[src/rtl/input_cond_pkg.sv]
// Shared types, constants and helpers for the input_conditioner block.
package input_cond_pkg;

    typedef enum logic [1:0] {
        STABLE_LOW  = 2'b00,
        CHECK_HIGH  = 2'b01,
        STABLE_HIGH = 2'b10,
        CHECK_LOW   = 2'b11
    } deb_state_t;

    localparam int unsigned DEBOUNCE_DEFAULT = 1_000_000;
    localparam int unsigned GLITCH_W         = 8;
    localparam int unsigned DBG_W            = 4;
    localparam logic [GLITCH_W-1:0] GLITCH_MAX = 8'd255;

    // Debug view of both channel FSMs, P channel in the upper half.
    typedef struct packed {
        deb_state_t p_state;
        deb_state_t t_state;
    } cond_dbg_t;

    // Adds 0..3 to the glitch count without wrapping past GLITCH_MAX.
    function automatic logic [GLITCH_W-1:0] glitch_sat_add(
        input logic [GLITCH_W-1:0] cnt,
        input logic [1:0]          inc
    );
        logic [GLITCH_W:0] sum;
        sum = {1'b0, cnt} + (GLITCH_W+1)'(inc);
        if (sum > {1'b0, GLITCH_MAX}) begin
            return GLITCH_MAX;
        end
        return sum[GLITCH_W-1:0];
    endfunction

endpackage

[src/rtl/input_conditioner_if.sv]
// Pin-side bundle of input_conditioner: raw board inputs in, conditioned
// authentication-FSM inputs and debug status out.
interface input_conditioner_if;

    logic                                 btn_t_raw;
    logic                                 sw_p_raw;
    logic                                 T;
    logic                                 P;
    logic                                 t_level;
    logic [input_cond_pkg::GLITCH_W-1:0]  glitch_cnt;
    logic [input_cond_pkg::DBG_W-1:0]     cond_dbg;

    modport master (
        output btn_t_raw,
        output sw_p_raw,
        input  T,
        input  P,
        input  t_level,
        input  glitch_cnt,
        input  cond_dbg
    );

    modport slave (
        input  btn_t_raw,
        input  sw_p_raw,
        output T,
        output P,
        output t_level,
        output glitch_cnt,
        output cond_dbg
    );

endinterface

[src/rtl/debounce_channel.sv]
// One conditioning channel: 2-flop synchroniser, then a four-state debounce
// FSM that accepts a new level only after it holds for DEBOUNCE_CYCLES clocks.
module debounce_channel
    import input_cond_pkg::*;
#(
    parameter int unsigned DEBOUNCE_CYCLES = DEBOUNCE_DEFAULT
) (
    input  logic       clk,
    input  logic       rst_n,
    input  logic       i_raw,
    output logic       level,
    output logic       rise_pulse,
    output logic       reject,
    output deb_state_t state
);

    localparam int unsigned CNT_W = $clog2(DEBOUNCE_CYCLES);
    localparam logic [CNT_W-1:0] CNT_LOAD = CNT_W'(DEBOUNCE_CYCLES - 1);

    logic [1:0]       r_sync;
    deb_state_t       r_state;
    logic [CNT_W-1:0] r_cnt;
    logic             r_level;

    deb_state_t       w_state_next;
    logic [CNT_W-1:0] w_cnt_next;
    logic             w_level_next;
    logic             w_sync;

    assign w_sync = r_sync[1];

    // Metastability guard for the asynchronous pin.
    always_ff @(posedge clk or negedge rst_n) begin
        if (!rst_n) begin
            r_sync <= 2'b00;
        end else begin
            r_sync <= {r_sync[0], i_raw};
        end
    end

    always_ff @(posedge clk or negedge rst_n) begin
        if (!rst_n) begin
            r_state <= STABLE_LOW;
            r_cnt   <= '0;
            r_level <= 1'b0;
        end else begin
            r_state <= w_state_next;
            r_cnt   <= w_cnt_next;
            r_level <= w_level_next;
        end
    end

    // A CHECK state either reverts (reject) or commits once the count drains.
    always_comb begin
        w_state_next = r_state;
        w_cnt_next   = r_cnt;
        case (r_state)
            STABLE_LOW: begin
                if (w_sync) begin
                    w_state_next = CHECK_HIGH;
                    w_cnt_next   = CNT_LOAD;
                end
            end
            CHECK_HIGH: begin
                if (!w_sync) begin
                    w_state_next = STABLE_LOW;
                end else if (r_cnt == '0) begin
                    w_state_next = STABLE_HIGH;
                end else begin
                    w_cnt_next = r_cnt - CNT_W'(1);
                end
            end
            STABLE_HIGH: begin
                if (!w_sync) begin
                    w_state_next = CHECK_LOW;
                    w_cnt_next   = CNT_LOAD;
                end
            end
            CHECK_LOW: begin
                if (w_sync) begin
                    w_state_next = STABLE_HIGH;
                end else if (r_cnt == '0) begin
                    w_state_next = STABLE_LOW;
                end else begin
                    w_cnt_next = r_cnt - CNT_W'(1);
                end
            end
            default: begin
                w_state_next = STABLE_LOW;
                w_cnt_next   = '0;
            end
        endcase
    end

    always_comb begin
        rise_pulse   = 1'b0;
        reject       = 1'b0;
        w_level_next = 1'b0;
        if ((r_state == CHECK_HIGH) && (w_state_next == STABLE_HIGH)) begin
            rise_pulse = 1'b1;
        end
        if (((r_state == CHECK_HIGH) && (w_state_next == STABLE_LOW)) ||
            ((r_state == CHECK_LOW)  && (w_state_next == STABLE_HIGH))) begin
            reject = 1'b1;
        end
        if ((w_state_next == STABLE_HIGH) || (w_state_next == CHECK_LOW)) begin
            w_level_next = 1'b1;
        end
    end

    assign level = r_level;
    assign state = r_state;

endmodule

[src/rtl/input_conditioner.sv]
// Conditions the step button (T pulse) and PIN switch (P level) for the
// authentication FSM. Define INPUT_COND_GLITCH_CNT_EN to count rejected bounces.
module input_conditioner
    import input_cond_pkg::*;
#(
    parameter int unsigned DEBOUNCE_CYCLES = DEBOUNCE_DEFAULT
) (
    input  logic                clk,
    input  logic                rst_n,
    input_conditioner_if.slave  bus
);

    logic       w_t_level;
    logic       w_t_rise;
    logic       w_t_reject;
    deb_state_t w_t_state;
    logic       w_p_level;
    logic       w_p_rise;
    logic       w_p_reject;
    deb_state_t w_p_state;
    cond_dbg_t  w_dbg;
    logic       r_t;

    debounce_channel #(
        .DEBOUNCE_CYCLES (DEBOUNCE_CYCLES)
    ) u_t_chan (
        .clk        (clk),
        .rst_n      (rst_n),
        .i_raw      (bus.btn_t_raw),
        .level      (w_t_level),
        .rise_pulse (w_t_rise),
        .reject     (w_t_reject),
        .state      (w_t_state)
    );

    debounce_channel #(
        .DEBOUNCE_CYCLES (DEBOUNCE_CYCLES)
    ) u_p_chan (
        .clk        (clk),
        .rst_n      (rst_n),
        .i_raw      (bus.sw_p_raw),
        .level      (w_p_level),
        .rise_pulse (w_p_rise),
        .reject     (w_p_reject),
        .state      (w_p_state)
    );

    // T is high only in the cycle the T channel commits to STABLE_HIGH.
    always_ff @(posedge clk or negedge rst_n) begin
        if (!rst_n) begin
            r_t <= 1'b0;
        end else begin
            r_t <= w_t_rise;
        end
    end

`ifdef INPUT_COND_GLITCH_CNT_EN
    logic [GLITCH_W-1:0] r_glitch_cnt;
    logic [1:0]          w_rej_inc;
    logic                w_unused_p_rise;

    assign w_rej_inc       = 2'(w_t_reject) + 2'(w_p_reject);
    assign w_unused_p_rise = w_p_rise;

    always_ff @(posedge clk or negedge rst_n) begin
        if (!rst_n) begin
            r_glitch_cnt <= '0;
        end else begin
            r_glitch_cnt <= glitch_sat_add(r_glitch_cnt, w_rej_inc);
        end
    end

    assign bus.glitch_cnt = r_glitch_cnt;
`else
    logic w_unused_sigs;

    // The switch has no edge output and rejects are not counted in this build.
    assign w_unused_sigs  = &{1'b0, w_p_rise, w_t_reject, w_p_reject};
    assign bus.glitch_cnt = 8'd0;
`endif

    assign w_dbg.p_state = w_p_state;
    assign w_dbg.t_state = w_t_state;

    assign bus.T        = r_t;
    assign bus.P        = w_p_level;
    assign bus.t_level  = w_t_level;
    assign bus.cond_dbg = w_dbg;

endmodule

[src/flat_wrapper.sv]
// flat-port wrapper written by rule: the top's interface ports become plain ports
module input_conditioner_flat import input_cond_pkg::*;
#(
    parameter int unsigned DEBOUNCE_CYCLES = DEBOUNCE_DEFAULT
)
  (clk, rst_n, bus_btn_t_raw, bus_sw_p_raw, bus_T, bus_P, bus_t_level, bus_glitch_cnt, bus_cond_dbg);
  input_conditioner_if bus_i ();
  input  logic clk;
  input  logic rst_n;
  input wire logic [$bits(bus_i.btn_t_raw)-1:0] bus_btn_t_raw;
  input wire logic [$bits(bus_i.sw_p_raw)-1:0] bus_sw_p_raw;
  output wire logic [$bits(bus_i.T)-1:0] bus_T;
  output wire logic [$bits(bus_i.P)-1:0] bus_P;
  output wire logic [$bits(bus_i.t_level)-1:0] bus_t_level;
  output wire logic [$bits(bus_i.glitch_cnt)-1:0] bus_glitch_cnt;
  output wire logic [$bits(bus_i.cond_dbg)-1:0] bus_cond_dbg;
  assign bus_i.btn_t_raw = bus_btn_t_raw;
  assign bus_i.sw_p_raw = bus_sw_p_raw;
  assign bus_T = bus_i.T;
  assign bus_P = bus_i.P;
  assign bus_t_level = bus_i.t_level;
  assign bus_glitch_cnt = bus_i.glitch_cnt;
  assign bus_cond_dbg = bus_i.cond_dbg;
  input_conditioner #(.DEBOUNCE_CYCLES(DEBOUNCE_CYCLES)) u_core (.clk(clk), .rst_n(rst_n), .bus(bus_i));
endmodule
[config.mk]
export PLATFORM = sky130hd
export DESIGN_NAME = input_conditioner_flat
export DESIGN_NICKNAME = d
export VERILOG_FILES = /design/src/rtl/input_cond_pkg.sv /design/src/rtl/input_conditioner_if.sv /design/src/rtl/debounce_channel.sv /design/src/rtl/input_conditioner.sv /design/src/flat_wrapper.sv
export SDC_FILE = /design/constraint.sdc
export NUM_CORES = 1
export LEC_CHECK = 0
export BUFFER_PORTS_ARGS = -buffer_cell sky130_fd_sc_hd__buf_2
export CAP_MARGIN = 20
export CORE_ASPECT_RATIO = 2
export CORE_MARGIN = 8
export CORE_UTILIZATION = 30
export DETAILED_ROUTE_END_ITERATION = 10
export SYNTH_ARGS = -nofsm -noshare
export SYNTH_HDL_FRONTEND = slang
export SYNTH_SLANG_ARGS = --single-unit
[constraint.sdc]
create_clock -name clk -period 6.32 [get_ports clk]
set_clock_uncertainty 0.2 [all_clocks]
set_input_delay 0.632 -clock clk [delete_from_list [all_inputs] [get_ports clk]]
set_output_delay 0.632 -clock clk [all_outputs]
set_load 0.02 [all_outputs]
==> out/results.txt <==
status - finished, final reports clean
commonest cells in the netlist - 51 x dfrtp_1, 32 x nor2_1, 24 x nand2_1, 15 x nand3_1, 13 x o21ai_0
Fillers - 949
P_leak - 0.00125 uW
Nets - 315
Pwr per Cell Area - 248 mW/mm^2
Initial Utilization - 30.6%
critical path startpoint category - flop
worst skew pair latency - 0.29 ns
Min Hold Slack - 0.155 ns
CTS tree - yes
Post-synth EDFFs - 0
min-delay worst type - reg -> reg
fraction of layout cells with a size suffix above 1 - 14.5%
distinct cell type count after synthesis - 61
DRT Wirelength - 6.60 mm
routed len/inst - 15.9 um
Area growth syn-to-layout - 10.4%
PostCTS Resize Cnt - 0
vias in the first global route - 2337
drt via density - 5.51
fin. max-slew vios - 0
DPL Wire Length - 4.66 mm
top cells by area, synth - dfrtp_1 45%, nor2_1 4.2%, nand2_1 3.2%
dominant cell type by area after synthesis - dfrtp_1
All-Layer GR Usage - 10.6%
Syn Area/Cell - 9.42 um^2
CTS buffer count - 5
# IOs - 19
initial antenna violation count - 0
RSZ-0062 raised after global routing - no
Seq. cell area - 0.00128 mm^2
antenna viol nets, final - 0
fmax - 341 MHz
Core Area - 0.00926 mm^2
drt initial violations - 117
Yosys top cell area share - 45.0%
Synth Cell Area - 0.00283 mm^2
CP endpoint kind - flop
vias post-DR - 2280
Reg clk slew, reported paths - 0.07 ns
Yosys reg bits - 51
Final Util - 33.8%
Relative slew margins - 45.5%
final setup fails - 0
Tot Pwr - 776 uW
DRC errors left - 0
top-count cell post-synth - dfrtp_1
Non-Filler Instances - 414
GRT overflow - 0
die footprint - 0.0130 mm^2
sequential area share after synthesis - 45.0%
RePlAce Congestion - 0.830
Chip Height - 153 um
CTS Buffer Depth - 2
setup bufs post-CTS - 0
Ys Warns - 0
hold_buf cts - 0
root buf cell - clkbuf_16
MaxCap Viol Count - 0
first-pass GRT wire length - 11.2 mm
CP Class - reg -> reg
Die X - 84.7 um
final hold violation count - 0
Worst-Margin Slew - 0.817 ns
WP data arrival - 2.90 ns
final worst-path cycle share - 46.4%
IR Drop Worst-Case VDD - 0.123 mV
Tmin final - 2.93 ns
asr flop ratio synth - 100%
Setup TNS - 0 ns
Row Count - 50
dpl cells - 406
synthesized netlist cell count - 301
largest net degree at the start of global routing - 52
H-tree depth - 2
TritonRoute pass-1 iters - 4
diode count - 0
# port buffers - 10
Worst Path Required - 6.28 ns
CTS Sinks - 51
multi-input gate area in the final layout - 0.00144 mm^2
Top FF cell, synth - dfrtp_1
crit-path max FO - 23
-- placed cells by master (no fill, tap or decap), drive strengths merged, types with 8 or more instances in the layout --
| master | instances |
|---|---|
| or4 | 10 |
| dfrtp | 51 |
| inv | 9 |
| o21ai | 17 |
| a21oi | 13 |
| conb | 8 |
| nor3 | 11 |
| nand3 | 15 |
| buf | 14 |
| nand2 | 25 |
| nor2 | 32 |
-- metrics by stage --
stage | worst slack (ns) | area (um^2)
floorplan | 3.88 | 2860
global placement | 3.49 | 2960
detailed placement | 3.39 | 2960
CTS | 3.37 | 3130
global route | 3.18 | 3130
finish | 3.39 | 3130
-- worst paths after layout --
| kind | from | endpoint | slack (ns) | depth (start not counted) |
|---|---|---|---|---|
| hold reg to reg | u_core.u_t_chan.r_sync[0]$_DFF_PN0_ | u_core.u_t_chan.r_sync[1]$_DFF_PN0_ | 0.15 | 0 |
| hold / removal | u_core.u_t_chan.r_sync[0]$_DFF_PN0_ | u_core.u_t_chan.r_sync[1]$_DFF_PN0_ | 0.15 | 0 |
| min in group asynchronous | rst_n | u_core.u_p_chan.r_cnt[15]$_DFFE_PN0P_ | 0.26 | 2 |
| setup / recovery | u_core.u_p_chan.state[0]$_DFF_PN0_ | u_core.u_p_chan.r_cnt[6]$_DFFE_PN0P_ | 3.39 | 7 |
| max in group asynchronous | rst_n | u_core.u_t_chan.r_cnt[1]$_DFFE_PN0P_ | 5.22 | 2 |
| setup reg to reg | u_core.u_p_chan.state[0]$_DFF_PN0_ | u_core.u_p_chan.r_cnt[6]$_DFFE_PN0P_ | 3.39 | 7 |
-- layout make-up --
type                    instances  share of cell area (%)
repair buffers                 14                    2.56
multi-input cells             228                    45.9
clock buffers                   6                    4.44
clock inverters                 2                    1.12
inverters                       9                    1.08
flip-flops and latches         51                    40.8
well taps                     104                    4.16
-- logic make-up after synthesis --
group	share of synthesized area, %
simple gates	29.3
mux	2.65
fa+ha+maj	0.883
other cells	0.132
xor+xnor	2.78
compound gates	14.0
flops	45.0
buf+inv	5.25
-- metal layers --
| metal | part of all wire, % | wire length, um | vias up | GRT usage (%) |
|---|---|---|---|---|
| met5 | 0 | 0 | - | 0 |
| met4 | 2.5 | 163 | 0 | 5.31 |
| met3 | 1.8 | 120 | 11 | 1.88 |
| met2 | 58 | 3830 | 25 | 20.8 |
| met1 | 38 | 2490 | 1140 | 9.91 |
| li1 | - | - | 1104 | - |
-- where the power goes --
part | internal [uW] | switching (uW)
Sequential | 349 | 36.5
Combinational | 28.9 | 44.7
Clock | 197 | 120
-- flip-flops by register name, indices dropped and copies added (netlist names) --
name	count
u_core.bus.T	1
u_core.u_t_chan.level	1
u_core.u_t_chan.r_sync	2
u_core.u_t_chan.r_cnt	20
u_core.u_p_chan.state	2
u_core.u_t_chan.state	2
u_core.u_p_chan.level	1
u_core.u_p_chan.r_sync	2
u_core.u_p_chan.r_cnt	20
-- critical path: stages (launching register included) --
cell and delay (ns):
dfrtp_1 0.84, nor3b_1 0.32, nand4_1 0.22, o41ai_2 0.62
buf_4 0.27, inv_2 0.10, nand4b_1 0.10, o211ai_1 0.11
No activity file was read; power rests on OpenSTA's default activity.
